===== src/rtl/led_matrix_scanner.sv =====
// Row-multiplexed 8x8 LED matrix driver with double-buffered frames.
// New images land in a pending buffer and go live only between full scans.
module led_matrix_scanner #(
    parameter int unsigned SCAN_DIV     = 1024,
    parameter int unsigned BLANK_CYCLES = 16
) (
    input  logic       clk_master,
    input  logic       reset_master,
    input  logic [7:0] row_1_main,
    input  logic [7:0] row_2_main,
    input  logic [7:0] row_3_main,
    input  logic [7:0] row_4_main,
    input  logic [7:0] row_5_main,
    input  logic [7:0] row_6_main,
    input  logic [7:0] row_7_main,
    input  logic [7:0] row_8_main,
    input  logic       display,
    output logic [7:0] row_sel,
    output logic [7:0] col_data,
    output logic       frame_done,
    output logic       frame_overrun
);

    localparam int unsigned CW = (SCAN_DIV > 2) ? $clog2(SCAN_DIV) : 1;
    localparam logic [CW-1:0] CNT_LAST  = CW'(SCAN_DIV - 1);
    localparam logic [CW-1:0] CNT_BLANK = CW'(BLANK_CYCLES);

    typedef enum logic {
        BLANK = 1'b0,
        DRIVE = 1'b1
    } state_t;

    state_t          state;
    state_t          state_next;
    logic [CW-1:0]   cnt;
    logic [CW-1:0]   cnt_next;
    logic [2:0]      row;
    logic [2:0]      row_next;
    logic            display_q;
    logic            rise;
    logic            slot_end;
    logic            frame_end;
    logic            swap;
    logic            pending_valid;
    logic [7:0][7:0] pending_buf;
    logic [7:0][7:0] active_buf;
    logic [7:0][7:0] frame_in;
    logic [7:0]      row_sel_next;
    logic [7:0]      col_data_next;

    assign frame_in = {row_8_main, row_7_main, row_6_main, row_5_main,
                       row_4_main, row_3_main, row_2_main, row_1_main};

    assign rise      = display & ~display_q;
    assign slot_end  = (cnt == CNT_LAST);
    assign frame_end = slot_end & (row == 3'd7);
    assign swap      = frame_end & pending_valid;

    always_comb begin
        cnt_next   = slot_end ? '0 : cnt + CW'(1);
        row_next   = slot_end ? row + 3'd1 : row;
        state_next = (cnt_next < CNT_BLANK) ? BLANK : DRIVE;
    end

    always_ff @(posedge clk_master or negedge reset_master) begin
        if (!reset_master) begin
            state <= BLANK;
            cnt   <= '0;
            row   <= 3'd0;
        end else begin
            state <= state_next;
            cnt   <= cnt_next;
            row   <= row_next;
        end
    end

    always_ff @(posedge clk_master or negedge reset_master) begin
        if (!reset_master) begin
            display_q <= 1'b0;
        end else begin
            display_q <= display;
        end
    end

    // Rise at the swap cycle: old pending goes live, new image queues.
    always_ff @(posedge clk_master or negedge reset_master) begin
        if (!reset_master) begin
            pending_buf   <= '0;
            active_buf    <= '0;
            pending_valid <= 1'b0;
        end else begin
            if (swap) begin
                active_buf <= pending_buf;
            end
            if (rise) begin
                pending_buf   <= frame_in;
                pending_valid <= 1'b1;
            end else if (swap) begin
                pending_valid <= 1'b0;
            end
        end
    end

    always_ff @(posedge clk_master or negedge reset_master) begin
        if (!reset_master) begin
            frame_overrun <= 1'b0;
        end else if (rise && pending_valid && !frame_end) begin
            frame_overrun <= 1'b1;
        end
    end

    always_comb begin
        row_sel_next  = 8'hFF;
        col_data_next = 8'h00;
        unique case (state)
            BLANK: begin
                row_sel_next  = 8'hFF;
                col_data_next = 8'h00;
            end
            DRIVE: begin
                row_sel_next  = ~(8'h01 << row);
                col_data_next = active_buf[row];
            end
            default: begin
                row_sel_next  = 8'hFF;
                col_data_next = 8'h00;
            end
        endcase
    end

    always_ff @(posedge clk_master or negedge reset_master) begin
        if (!reset_master) begin
            row_sel    <= 8'hFF;
            col_data   <= 8'h00;
            frame_done <= 1'b0;
        end else begin
            row_sel    <= row_sel_next;
            col_data   <= col_data_next;
            frame_done <= frame_end;
        end
    end

endmodule


===== config.mk =====
export PLATFORM = sky130hd
export DESIGN_NAME = led_matrix_scanner
export DESIGN_NICKNAME = d
export VERILOG_FILES = /design/src/rtl/led_matrix_scanner.sv
export SDC_FILE = /design/constraint.sdc
export NUM_CORES = 1
export LEC_CHECK = 0
export BUFFER_PORTS_ARGS = -buffer_cell sky130_fd_sc_hd__buf_2
export CAP_MARGIN = 20
export CORE_UTILIZATION = 49
export DETAILED_ROUTE_END_ITERATION = 8
export PLACE_DENSITY = 0.77
export SKIP_LAST_GASP = 1
export SLEW_MARGIN = 20
export SYNTH_ARGS = -nofsm -noshare
export SYNTH_HDL_FRONTEND = slang
export SYNTH_SLANG_ARGS = --single-unit

===== constraint.sdc =====
create_clock -name clk_master -period 5.05 [get_ports clk_master]
set_input_delay 0.505 -clock clk_master [delete_from_list [all_inputs] [get_ports clk_master]]
set_output_delay 0.505 -clock clk_master [all_outputs]
set_load 0.02 [all_outputs]

Word-level counts from Yosys, hierarchy flattened. Index checks and enable logic that the tools add are counted.

Flip-flop bits (word level): 162. Bits of input ports: 67. Output and inout bits: 18. Logic and storage cells: 50.

$add $sub $neg: 2. Order comparisons: 2. Equality and inequality tests: 2. Shifts and indexed selects: 1. Mux-type cells: 8. Bitwise logic cells: 6. Reductions and logical operators: 4.

Operators by type and width (number): $pmux 8 s2 (2); $bmux 8 s3 (1); $add 10x1->10 const B (1); $eq 10x10->1 const B (1); $lt 10x5->1 const B (1); $mux 10 (1); $mux 8 (1); $not 8->8 (1); $shl 1x3->8 const A (1); $lt 3x4->1 const B (1); $add 3x1->3 const B (1); $and 1x1->1 (3); $eq 3x3->1 const B (1); $mux 1 (3); $logic_and 1x1->1 (2); $not 1->1 (2); $reduce_bool 2->1 (1); $logic_not 1->1 (1).

Depth between registers and ports, before layout.
Depth in word-level cells: 5. Mapped depth: 7. Mapped depth without buffers: 5.

Least setup slack after synthesis. Ideal clock, no wire load.

Kind: register to register. From: register cnt[0]. To: register active_buf[0] (netlist bit). Library setup time: 0.125 ns. Data arrival time: 1.984 ns. Required time: 4.925 ns. Setup slack: 2.940 ns. Cell stages (with the launch flop): 8. Buffers on the path: 2. Period minus slack after synthesis: 2.110 ns. Path through: dfrtp_1 -> ha_1 -> nand3_4 -> nor4_4 -> and3_4 -> buf_12 -> buf_12 -> mux2_4.

Word-level cells in the longest chain between the ends: 3.

RTL lines: from (decl) (line 35) `logic [CW-1:0] cnt;`; from (signal assigned) (line 72) `cnt <= cnt_next;`; $eq 10x10->1 (line 55) `assign slot_end = (cnt == CNT_LAST);`; $and 1x1->1 (line 56) `assign frame_end = slot_end & (row == 3'd7);`; $and 1x1->1 (line 57) `assign swap = frame_end & pending_valid;`; to (signal assigned) (line 93) `active_buf <= pending_buf;`; to (decl) (line 46) `logic [7:0][7:0] active_buf;`.

No other way between the ends. A chain may end at the register's enable or synchronous reset.

Worst setup path after layout.
From: register row[1]. To: register active_buf[10] (netlist bit).

Word-level cells in the longest chain between the ends: 3.

RTL lines: from (decl) (line 37) `logic [2:0] row;`; from (signal assigned) (line 73) `row <= row_next;`; $eq 3x3->1 (line 56); $and 1x1->1 (line 56); $and 1x1->1 (line 57).

No other way between the ends.

==> metrics.txt <==
status completed; total wire length 12.1 mm; min cycle time layout 2.86 ns; RR Startpoint row[1]$_DFFE_PN0N_; post_cts resized 0; total number of vias 3658; Worst slew margin 36.2%; core area 0.0135 mm^2; die height 120 um; DRT iter0 DRCs 229; io pins 85; non-filler cells, final 692; Diodes inserted 0; setup TNS 0 ns; Starting Density 51.1%; post-route cell area 0.00803 mm^2; register share of total power 49.1%; Async SR Flop Fraction 100%; number of global-route vias before repair 3903; Power, Total 2.89 mW; post-synth cell types 42; Synth Net Count 489; H-tree depth 4; WP data required 5.35 ns; Die ar. 0.0145 mm^2; main flop type after synthesis dfrtp_1; DRC Markers 0; hold_buf cts 0; Longest Clk Path Bufs 2; Area Growth Syn to Fin 16.8%; FMAX 350 MHz; Leakage 3.69 nW; worst min path class input port to asynchronous set/reset pin; Final Skew 0.00905 ns; most common cell after layout, fill and taps aside dfrtp_1; CTS buffer count 17; cell count after synthesis 415; slew of the pin with the lowest slew margin 0.956 ns; RSZ-0062 raised after global routing false; Placed Area 0.00736 mm^2; crit path DAT 3.16 ns; CTS Sinks 162; proportion of layout cells with a drive suffix above 1 52.7%; Vias/cell 5.29; first-pass GRT wire length 20.4 mm; crit end category register; Final nets 577; number of synthesized flops with an enable pin 0; drt wl/cell 17.4 um; final hold violations 0; CTS tree yes; Worst Setup SP row[1]$_DFFE_PN0N_; filler instances 1027; Placed Cells 658; most frequent cells in the layout dfrtp_1, buf_2, mux2_2; critical path class register to register; ANT nets after route 0; crit path max fanout 40; total grt overflow 0; Switch Pwr 0.595 mW; Setup violations, final 0; Final Cycle Share 56.6%; hpwl dp 7.79 mm; Clk Latency, worst-skew pair 0.42 ns; Rows 42; power per cell area 360 mW/mm^2; RePlAce Congestion 0.754; maximum vdd drop 0.251 mV; sequential share of the synthesized area 59.1%; register bit total from synthesis 162; Mapped Avg Cell Area 16.6 um^2; clock network power share 45.8%; clock tree root buffer cell clkbuf_16; Max-cap violations 0; P_int 2.30 mW; pin count of the biggest net entering global routing 109; Setup Buffers After CTS 0; Ys Warns 0; Final Max Slew Viols 0; Synth Cell Area 0.00688 mm^2; Comb power frac 5.1%; switching power share of the total 20.6%; Die X 120 um; Port Buffers 84; total track usage 18.7%; DR pass1 iterations 4; clk slew on worst S/H paths 0.06 ns; initial antenna violation count 0; critical path launch point type register
-- per-layer routing --
layer	track usage [%]	vias up	wire [um]
li1	-	1662	-
met1	23.9	1897	5240
met2	30.8	79	6170
met3	3.92	20	414
met4	8.49	0	258
met5	0	-	0
-- logic make-up after synthesis --
family / synth area share [%]
AO/OA/AOI/OAI: 2.02
XOR/XNOR: 0.637
AND/OR/NAND/NOR: 4.22
buffers and inverters: 3.16
flip-flops: 59.1
multiplexers: 29.6
adder cells (fa/ha/maj): 1.27
-- final timing paths --
path | to | slack, ns | cells past startpoint
max in group asynchronous | pending_buf[24]$_DFFE_PN0P_ | 3.56 | 2
min reg2reg | frame_overrun$_DFFE_PN0P_ | 0.48 | 1
max reg2reg | active_buf[10]$_DFFE_PN0P_ | 2.19 | 5
min in group clk_master | display_q$_DFF_PN0_ | 0.21 | 1
max | active_buf[10]$_DFFE_PN0P_ | 2.19 | 5
min | pending_buf[7]$_DFFE_PN0P_ | 0.20 | 1
-- flip-flops by register name (all words and copies together) (netlist names), 3 cells and up --
name	flops
active_buf	64
row_sel	8
col_data	8
row	3
cnt	10
pending_buf	64
-- final cells by class --
type                    count  area (um^2)  share of cell area [%]
clock inverters            10          158                    1.96
clock buffers              22          454                    5.66
multi-input cells         226         2610                    32.4
flip-flops and latches    162         4060                    50.6
well taps                 176          220                    2.74
repair buffers             89          504                    6.28
inverters                   7         26.3                   0.327
-- through the flow --
step,utilization [%],worst slack (ns),hold slack [ns]
finish,59.7,2.19,0.205
floorplan,-,2.94,0.209
detailed placement,54.7,2.03,0.457
global placement,54.7,2.15,0.460
CTS,59.3,2.01,0.186
global route,59.7,2.08,0.189
-- worst max-delay path, cell delays in order, from the launching register on --
cell	delay, ns
dfrtp_1	0.95
ha_1	0.33
ha_1	0.21
and3_4	0.53
buf_16	0.33
mux2_4	0.34
-- Yosys cell counts, drive strengths merged, types with 2 or more instances --
master,number,area (um^2)
a21boi,8,60.1
o21ai,2,10.0
dfrtp,154,3850
nor4,2,27.5
nor3,2,10.0
a21o,2,15.0
nand4,2,25.0
xor2,2,17.5
nor2,3,11.3
inv,5,18.8
and3,2,17.5
clkbuf,8,30.0
clkinv,2,7.51
ha,7,87.6
nand3,8,52.6
nor2b,2,12.5
nand2,24,90.1
xnor2,3,26.3
mux4,16,360
mux2,128,1670
dfstp,8,210
buf,12,161
-- power by group through the flow --
stage	Sequential, mW	Combinational (mW)	Clock (mW)
finish	1.42	0.146	1.33
global route	1.43	0.164	1.42
CTS	1.42	0.148	1.35
detailed placement	1.45	0.147	0
global placement	1.44	0.141	0
floorplan	1.42	0.0853	0
Power figures use the tool's default switching activity.
